## src/rtl/player_input_ctrl_if.sv

```systemverilog
// Button, frame-tick and heading signals between the input controller and its surroundings.
// The master modport drives the stimulus side; the slave modport is the controller.
interface player_input_ctrl_if;
  logic       en_cond;
  logic       collide;
  logic [3:0] p1_btn;
  logic [3:0] p2_btn;
  logic       start_btn;
  logic [3:0] p1_info;
  logic [3:0] p2_info;
  logic       dflt;

  modport master (
    output en_cond, collide, p1_btn, p2_btn, start_btn,
    input  p1_info, p2_info, dflt
  );

  modport slave (
    input  en_cond, collide, p1_btn, p2_btn, start_btn,
    output p1_info, p2_info, dflt
  );
endinterface

```

## src/rtl/player_input_ctrl.sv

```systemverilog
// Player button conditioning, heading registers and IDLE/RUN/PAUSE/OVER game FSM.
// Optional PAUSE state is built only when PLAYER_INPUT_PAUSE_EN is defined.
module player_input_ctrl #(
  parameter int DB_CYCLES = 250000,
  parameter int CNT_W     = $clog2(DB_CYCLES + 1)
) (
  input  logic              clock,
  input  logic              reset,
  player_input_ctrl_if.slave bus
);

  localparam logic [3:0] P1_DEF = 4'b1000;
  localparam logic [3:0] P2_DEF = 4'b0100;
  localparam int unsigned NBTN  = 9;

  typedef enum logic [1:0] {
    IDLE  = 2'd0,
    RUN   = 2'd1,
`ifdef PLAYER_INPUT_PAUSE_EN
    PAUSE = 2'd2,
`endif
    OVER  = 2'd3
  } state_t;

  state_t state;

  logic [NBTN-1:0]  raw;
  logic [NBTN-1:0]  sync1;
  logic [NBTN-1:0]  sync2;
  logic [NBTN-1:0]  deb;
  logic [CNT_W-1:0] cnt [NBTN];
  logic             start_q;
  logic             start_pe;

  logic [3:0] p1_cur, p1_pend, p2_cur, p2_pend;
  logic [3:0] p1_db, p2_db;
  logic [3:0] p1_nxt, p2_nxt;
  logic       p1_ok, p2_ok;

  assign raw = {bus.start_btn, bus.p2_btn, bus.p1_btn};

  // Each button flips its debounced level only after a full run of mismatching cycles.
  always_ff @(posedge clock) begin
    if (reset) begin
      sync1   <= '0;
      sync2   <= '0;
      deb     <= '0;
      start_q <= 1'b0;
      for (int unsigned i = 0; i < NBTN; i++) cnt[i] <= '0;
    end else begin
      sync1   <= raw;
      sync2   <= sync1;
      start_q <= deb[8];
      for (int unsigned i = 0; i < NBTN; i++) begin
        if (sync2[i] == deb[i]) begin
          cnt[i] <= '0;
        end else if (cnt[i] == CNT_W'(DB_CYCLES - 1)) begin
          deb[i] <= sync2[i];
          cnt[i] <= '0;
        end else begin
          cnt[i] <= cnt[i] + 1'b1;
        end
      end
    end
  end

  assign start_pe = deb[8] & ~start_q;
  assign p1_db    = deb[3:0];
  assign p2_db    = deb[7:4];

  function automatic logic turn_ok(input logic [3:0] b, input logic [3:0] c);
    logic [3:0] rev;
    rev = {c[2], c[3], c[0], c[1]};
    return (b != 4'b0000) && ((b & (b - 4'b0001)) == 4'b0000) && (b != rev);
  endfunction

  assign p1_ok  = turn_ok(p1_db, p1_cur);
  assign p2_ok  = turn_ok(p2_db, p2_cur);
  assign p1_nxt = bus.en_cond ? p1_pend : p1_cur;
  assign p2_nxt = bus.en_cond ? p2_pend : p2_cur;

  // Outputs are registered from the post-edge state and heading, so they track the state edge itself.
  always_ff @(posedge clock) begin
    if (reset) begin
      state       <= IDLE;
      bus.dflt    <= 1'b1;
      bus.p1_info <= '0;
      bus.p2_info <= '0;
      p1_cur      <= P1_DEF;
      p1_pend     <= P1_DEF;
      p2_cur      <= P2_DEF;
      p2_pend     <= P2_DEF;
    end else begin
      case (state)
        IDLE: begin
          p1_cur  <= P1_DEF;
          p1_pend <= P1_DEF;
          p2_cur  <= P2_DEF;
          p2_pend <= P2_DEF;
          if (start_pe) begin
            state       <= RUN;
            bus.dflt    <= 1'b0;
            bus.p1_info <= P1_DEF;
            bus.p2_info <= P2_DEF;
          end
        end
        RUN: begin
          if (p1_ok) p1_pend <= p1_db;
          if (p2_ok) p2_pend <= p2_db;
          p1_cur <= p1_nxt;
          p2_cur <= p2_nxt;
          if (bus.collide) begin
            state       <= OVER;
            bus.p1_info <= '0;
            bus.p2_info <= '0;
`ifdef PLAYER_INPUT_PAUSE_EN
          end else if (start_pe) begin
            state       <= PAUSE;
            bus.p1_info <= '0;
            bus.p2_info <= '0;
`endif
          end else begin
            bus.p1_info <= p1_nxt;
            bus.p2_info <= p2_nxt;
          end
        end
`ifdef PLAYER_INPUT_PAUSE_EN
        PAUSE: begin
          if (start_pe) begin
            state       <= RUN;
            bus.p1_info <= p1_cur;
            bus.p2_info <= p2_cur;
          end
        end
`endif
        OVER: begin
          if (start_pe) begin
            state    <= IDLE;
            bus.dflt <= 1'b1;
            p1_cur   <= P1_DEF;
            p1_pend  <= P1_DEF;
            p2_cur   <= P2_DEF;
            p2_pend  <= P2_DEF;
          end
        end
        default: begin
          state       <= IDLE;
          bus.dflt    <= 1'b1;
          bus.p1_info <= '0;
          bus.p2_info <= '0;
        end
      endcase
    end
  end

endmodule

```

## src/flat_wrapper.sv

```systemverilog
// flat-port wrapper written by rule: the top's interface ports become plain ports
module player_input_ctrl_flat 
#(
  parameter int DB_CYCLES = 250000,
  parameter int CNT_W     = $clog2(DB_CYCLES + 1)
)
  (clock, reset, bus_en_cond, bus_collide, bus_p1_btn, bus_p2_btn, bus_start_btn, bus_p1_info, bus_p2_info, bus_dflt);
  player_input_ctrl_if bus_i ();
  input  logic clock;
  input  logic reset;
  input wire logic [$bits(bus_i.en_cond)-1:0] bus_en_cond;
  input wire logic [$bits(bus_i.collide)-1:0] bus_collide;
  input wire logic [$bits(bus_i.p1_btn)-1:0] bus_p1_btn;
  input wire logic [$bits(bus_i.p2_btn)-1:0] bus_p2_btn;
  input wire logic [$bits(bus_i.start_btn)-1:0] bus_start_btn;
  output wire logic [$bits(bus_i.p1_info)-1:0] bus_p1_info;
  output wire logic [$bits(bus_i.p2_info)-1:0] bus_p2_info;
  output wire logic [$bits(bus_i.dflt)-1:0] bus_dflt;
  assign bus_i.en_cond = bus_en_cond;
  assign bus_i.collide = bus_collide;
  assign bus_i.p1_btn = bus_p1_btn;
  assign bus_i.p2_btn = bus_p2_btn;
  assign bus_i.start_btn = bus_start_btn;
  assign bus_p1_info = bus_i.p1_info;
  assign bus_p2_info = bus_i.p2_info;
  assign bus_dflt = bus_i.dflt;
  player_input_ctrl #(.DB_CYCLES(DB_CYCLES), .CNT_W(CNT_W)) u_core (.clock(clock), .reset(reset), .bus(bus_i));
endmodule
```

## config.mk

```make
export PLATFORM = sky130hd
export DESIGN_NAME = player_input_ctrl_flat
export DESIGN_NICKNAME = d
export VERILOG_FILES = /design/src/rtl/player_input_ctrl_if.sv /design/src/rtl/player_input_ctrl.sv /design/src/flat_wrapper.sv
export SDC_FILE = /design/constraint.sdc
export NUM_CORES = 1
export LEC_CHECK = 0
export BUFFER_PORTS_ARGS = -buffer_cell sky130_fd_sc_hd__buf_2
export CAP_MARGIN = 20
export CELL_PAD_IN_SITES_DETAIL_PLACEMENT = 1
export CELL_PAD_IN_SITES_GLOBAL_PLACEMENT = 1
export CORE_MARGIN = 2
export CORE_UTILIZATION = 25
export CTS_BUF_LIST = sky130_fd_sc_hd__clkbuf_4
export CTS_CLUSTER_DIAMETER = 40
export CTS_CLUSTER_SIZE = 20
export DETAILED_ROUTE_END_ITERATION = 10
export PLACE_DENSITY = 0.44
export SETUP_SLACK_MARGIN = 0.2
export SYNTH_ARGS = -nofsm -noshare
export SYNTH_HDL_FRONTEND = slang
export SYNTH_SLANG_ARGS = --single-unit
```

## constraint.sdc

```tcl
create_clock -name clock -period 2 [get_ports clock]
set_input_delay 0.2 -clock clock [delete_from_list [all_inputs] [get_ports clock]]
set_output_delay 0.2 -clock clock [all_outputs]
set_load 0.05 [all_outputs]
```

==> results.sh <==
export IMPL_hold_class="in -> reg"
export IMPL_die_area_sq_um=46600
export IMPL_multi_input_area_sq_um=6760
export IMPL_synth_edf_count=162
export IMPL_core_area_sq_um=44300
export IMPL_dp_final_hpwl_microns=19900
export IMPL_crit_required_ns=2.51
export IMPL_syn_area_per_cell_sq_um=10.1
export IMPL_final_cell_mix="162 x edfxtp_1, 162 x conb_1, 139 x buf_4"
export IMPL_yosys_warnings=0
export IMPL_clockBufferDepth=3
export IMPL_fmax_ghz=0.517
export IMPL_status="finished, final reports clean"
export IMPL_synth_distinct_cells=48
export IMPL_finalPower_mw=11.3
export IMPL_max_stage_delay_ns=0.56
export IMPL_clock_skew_ns=0.0667
export IMPL_post_drt_wl_per_cell_microns=13.7
export IMPL_worstMarginPinSlew_ns=0.576
export IMPL_endpoint_kind="flop"
export IMPL_synth_seq_cells=217
export IMPL_period_share=0.967
export IMPL_powerDensity_nw_per_um2=692
export IMPL_htree_levels=2
export IMPL_seq_area_frac_synth=0.531
export IMPL_power_leakage_nw=5.53
export IMPL_grt_use_total=0.125
export IMPL_async_reset_ff_frac=0
export IMPL_finalSetupViolCount=0
export IMPL_cts_sinks=217
export IMPL_final_max_slew_viol_count=0
export IMPL_grt_start_max_net_pins=20
export IMPL_cts_buffers=51
export IMPL_cap_violations=0
export IMPL_syn_inst=1113
export IMPL_synthFlopType="edfxtp_1"
export IMPL_cts_root_buf="clkbuf_4"
export IMPL_netlist_area_leader_share=0.433
export IMPL_path_clk_slew_ns=0.09
export IMPL_syn_area_sq_um=11200
export IMPL_vias=9450
export IMPL_layout_nets=1509
export IMPL_clock_latency_ns=0.77
export IMPL_postRouteAntennaNets=0
export IMPL_grt_pass1_vias=9656
export IMPL_syn_to_final_growth_pct=45.2
export IMPL_crit_path_cell_trace="ha_4 > nand3_4 > or4_4 > o21ai_4 > clkbuf_16 > nor2_2"
export IMPL_tritoncts="yes"
export IMPL_final_area_sq_um=16300
export IMPL_crit_slowest_cell="or4_4"
export IMPL_finalSetupTns_ns=0
export IMPL_drtIter0Drc=318
export IMPL_vias_per_cell=4.45
export IMPL_max_slew_margin=0.610
export IMPL_dr_pass1_iters=4
export IMPL_dpl_cell_area_sq_um=13500
export IMPL_path_max_fanout=8
export IMPL_top_level_ports=22
export IMPL_finalCriticalPeriod_ns=1.93
export IMPL_drive_above_1_share=0.309
export IMPL_peakVddDrop_mv=0.501
export IMPL_synth_area_leader_cell="edfxtp_1"
export IMPL_rows=77
export IMPL_wirelength_microns=29000
export IMPL_worstSetupStartpointType="flop"
export IMPL_port_buffers=21
export IMPL_grt_overflow_total=0
export IMPL_ys_top_cells_by_area="edfxtp_1 43%, dfxtp_1 9.8%, xnor2_1 6.9%"
export IMPL_antenna_found_initial=2
export IMPL_fp_dieW_microns=216
export IMPL_ff_latch_area_sq_um=5970
export IMPL_die_h_microns=216
export IMPL_rsz0062_at_grt="true"
export IMPL_fillers=5076
export IMPL_globalplace_congestion=0.721
export IMPL_start_util=0.253
export IMPL_hold_viol_final=0
export IMPL_critPathKind="reg -> reg"
export IMPL_arrival_ns=2.44
export IMPL_drc_errors=0
export IMPL_grt_pass1_wl_microns=48100
[cells by family (layout without fill, tap and decap cells)]
logic type               count (synthesis)  in the layout  share of synthesized area
flip-flops                             217            217                      0.531
multiplexers                             8              8                    0.00780
other                                    1            164                   0.000334
XOR/XNOR                               127            127                     0.0991
buffers and inverters                   75            330                     0.0256
adder cells (fa/ha/maj)                  9              9                     0.0100
AND/OR/NAND/NOR                        533            533                      0.251
AO/OA/AOI/OAI                          143            143                     0.0749
[metal layers]
layer  wire (microns)  vias to the layer above  part of all wire  track usage
met1            13600                     4596              0.47        0.161
met3              982                       53             0.034       0.0285
met2            13700                       73              0.47        0.202
met4              730                        0             0.025       0.0489
li1                 -                     4728                 -            -
met5                0                        -                 0            0
[worst paths after layout]
path | end | cells past startpoint | start | slack, ns
worst max register to register | u_core.cnt[1][10]$_SDFFCE_PN0P_ | 6 | u_core.cnt[1][0]$_SDFFCE_PN0P_ | 0.07
worst max-delay path | u_core.cnt[1][10]$_SDFFCE_PN0P_ | 6 | u_core.cnt[1][0]$_SDFFCE_PN0P_ | 0.07
worst min register to register | u_core.sync2[1]$_SDFF_PP0_ | 1 | u_core.sync1[1]$_SDFF_PP0_ | 0.42
worst min-delay path | u_core.sync1[7]$_SDFF_PP0_ | 3 | bus_p2_btn[3] | 0.17
[power breakdown]
part	total (mW)	internal, mW	switching, mW
Clock	5.46	3.28	2.19
Combinational	0.664	0.311	0.353
Sequential	5.16	4.99	0.170
Total	11.3	8.58	2.71
[registers in the layout, summed over array words and instances (netlist names)]
register            flops
u_core.sync2            9
u_core.p1_pend          4
u_core.p2_pend          4
u_core.p1_cur           4
u_core.start_q          1
u_core.sync1            9
u_core.bus.dflt         1
u_core.state            2
u_core.bus.p2_info      4
u_core.cnt            162
u_core.p2_cur           4
u_core.bus.p1_info      4
u_core.deb              9
[critical path: cells and delay by family, from the launching register on]
| kind | cells | cell delay [ns] |
|---|---|---|
| AO/OA/AOI/OAI | 1 | 0.20 |
| adder cells (fa/ha/maj) | 1 | 0.18 |
| buffers and inverters | 1 | 0.19 |
| flip-flops | 1 | 0.41 |
| AND/OR/NAND/NOR | 3 | 0.70 |
[stage by stage]
stage | setup WS, ns | hold slack, ns | instances | utilization
2_1_floorplan | 0.107 | 0.328 | 1274 | -
3_3_place_gp | 0.0472 | 0.416 | 1940 | 0.305
3_5_place_dp | 0.0164 | 0.419 | 1940 | 0.305
4_1_cts | 0.0872 | 0.0562 | 2080 | 0.339
5_1_grt | -0.0188 | 0.103 | 2123 | 0.368
6_report | 0.0660 | 0.170 | 2123 | 0.368
[what timing repair did]
action                     in CTS  in global routing
buffers inserted               27                 38
hold endpoints to repair       43                  0
pin swaps                      25                 64
setup endpoints to repair     145                163
gates cloned                    1                  3
resized for setup              35                218
hold buffers                   17                  0
[synth_stat cells (2+ instances only)]
master and instances:
edfxtp_1 162, nor2_1 155, xnor2_1 88, nand2_1 65, nand4_1 59, a21oi_1 58, dfxtp_1 55, nand3_1 55
xor2_1 39, or3_1 36, clkbuf_1 35, inv_1 34, o21ai_0 34, nor3_1 29, nor4_1 26, or4_1 23
nor2b_1 21, nor4b_1 16, o31ai_1 16, and4_1 13, and3_1 9, ha_1 9, a22oi_1 7, nand2b_1 7
o21ai_1 7, mux2_2 6, o211ai_1 6, buf_2 5, nand3b_1 4, or4b_2 4, and2_1 3, nor3b_1 3
o311a_1 3, a31o_2 2, mux2i_1 2, o21ai_2 2, o22ai_1 2, o311ai_0 2, or2_2 2
[cell type report]
type / count / area share
Inverter: 34 / 0.00783
Multi-Input combinational cell: 982 / 0.414
Antenna cell: 2 / 0.000307
Clock buffer: 57 / 0.0262
Clock inverter: 38 / 0.0350
Tap cell: 592 / 0.0454
Sequential cell: 217 / 0.366
Timing Repair Buffer: 201 / 0.105
Power figures use the tool's default switching activity.
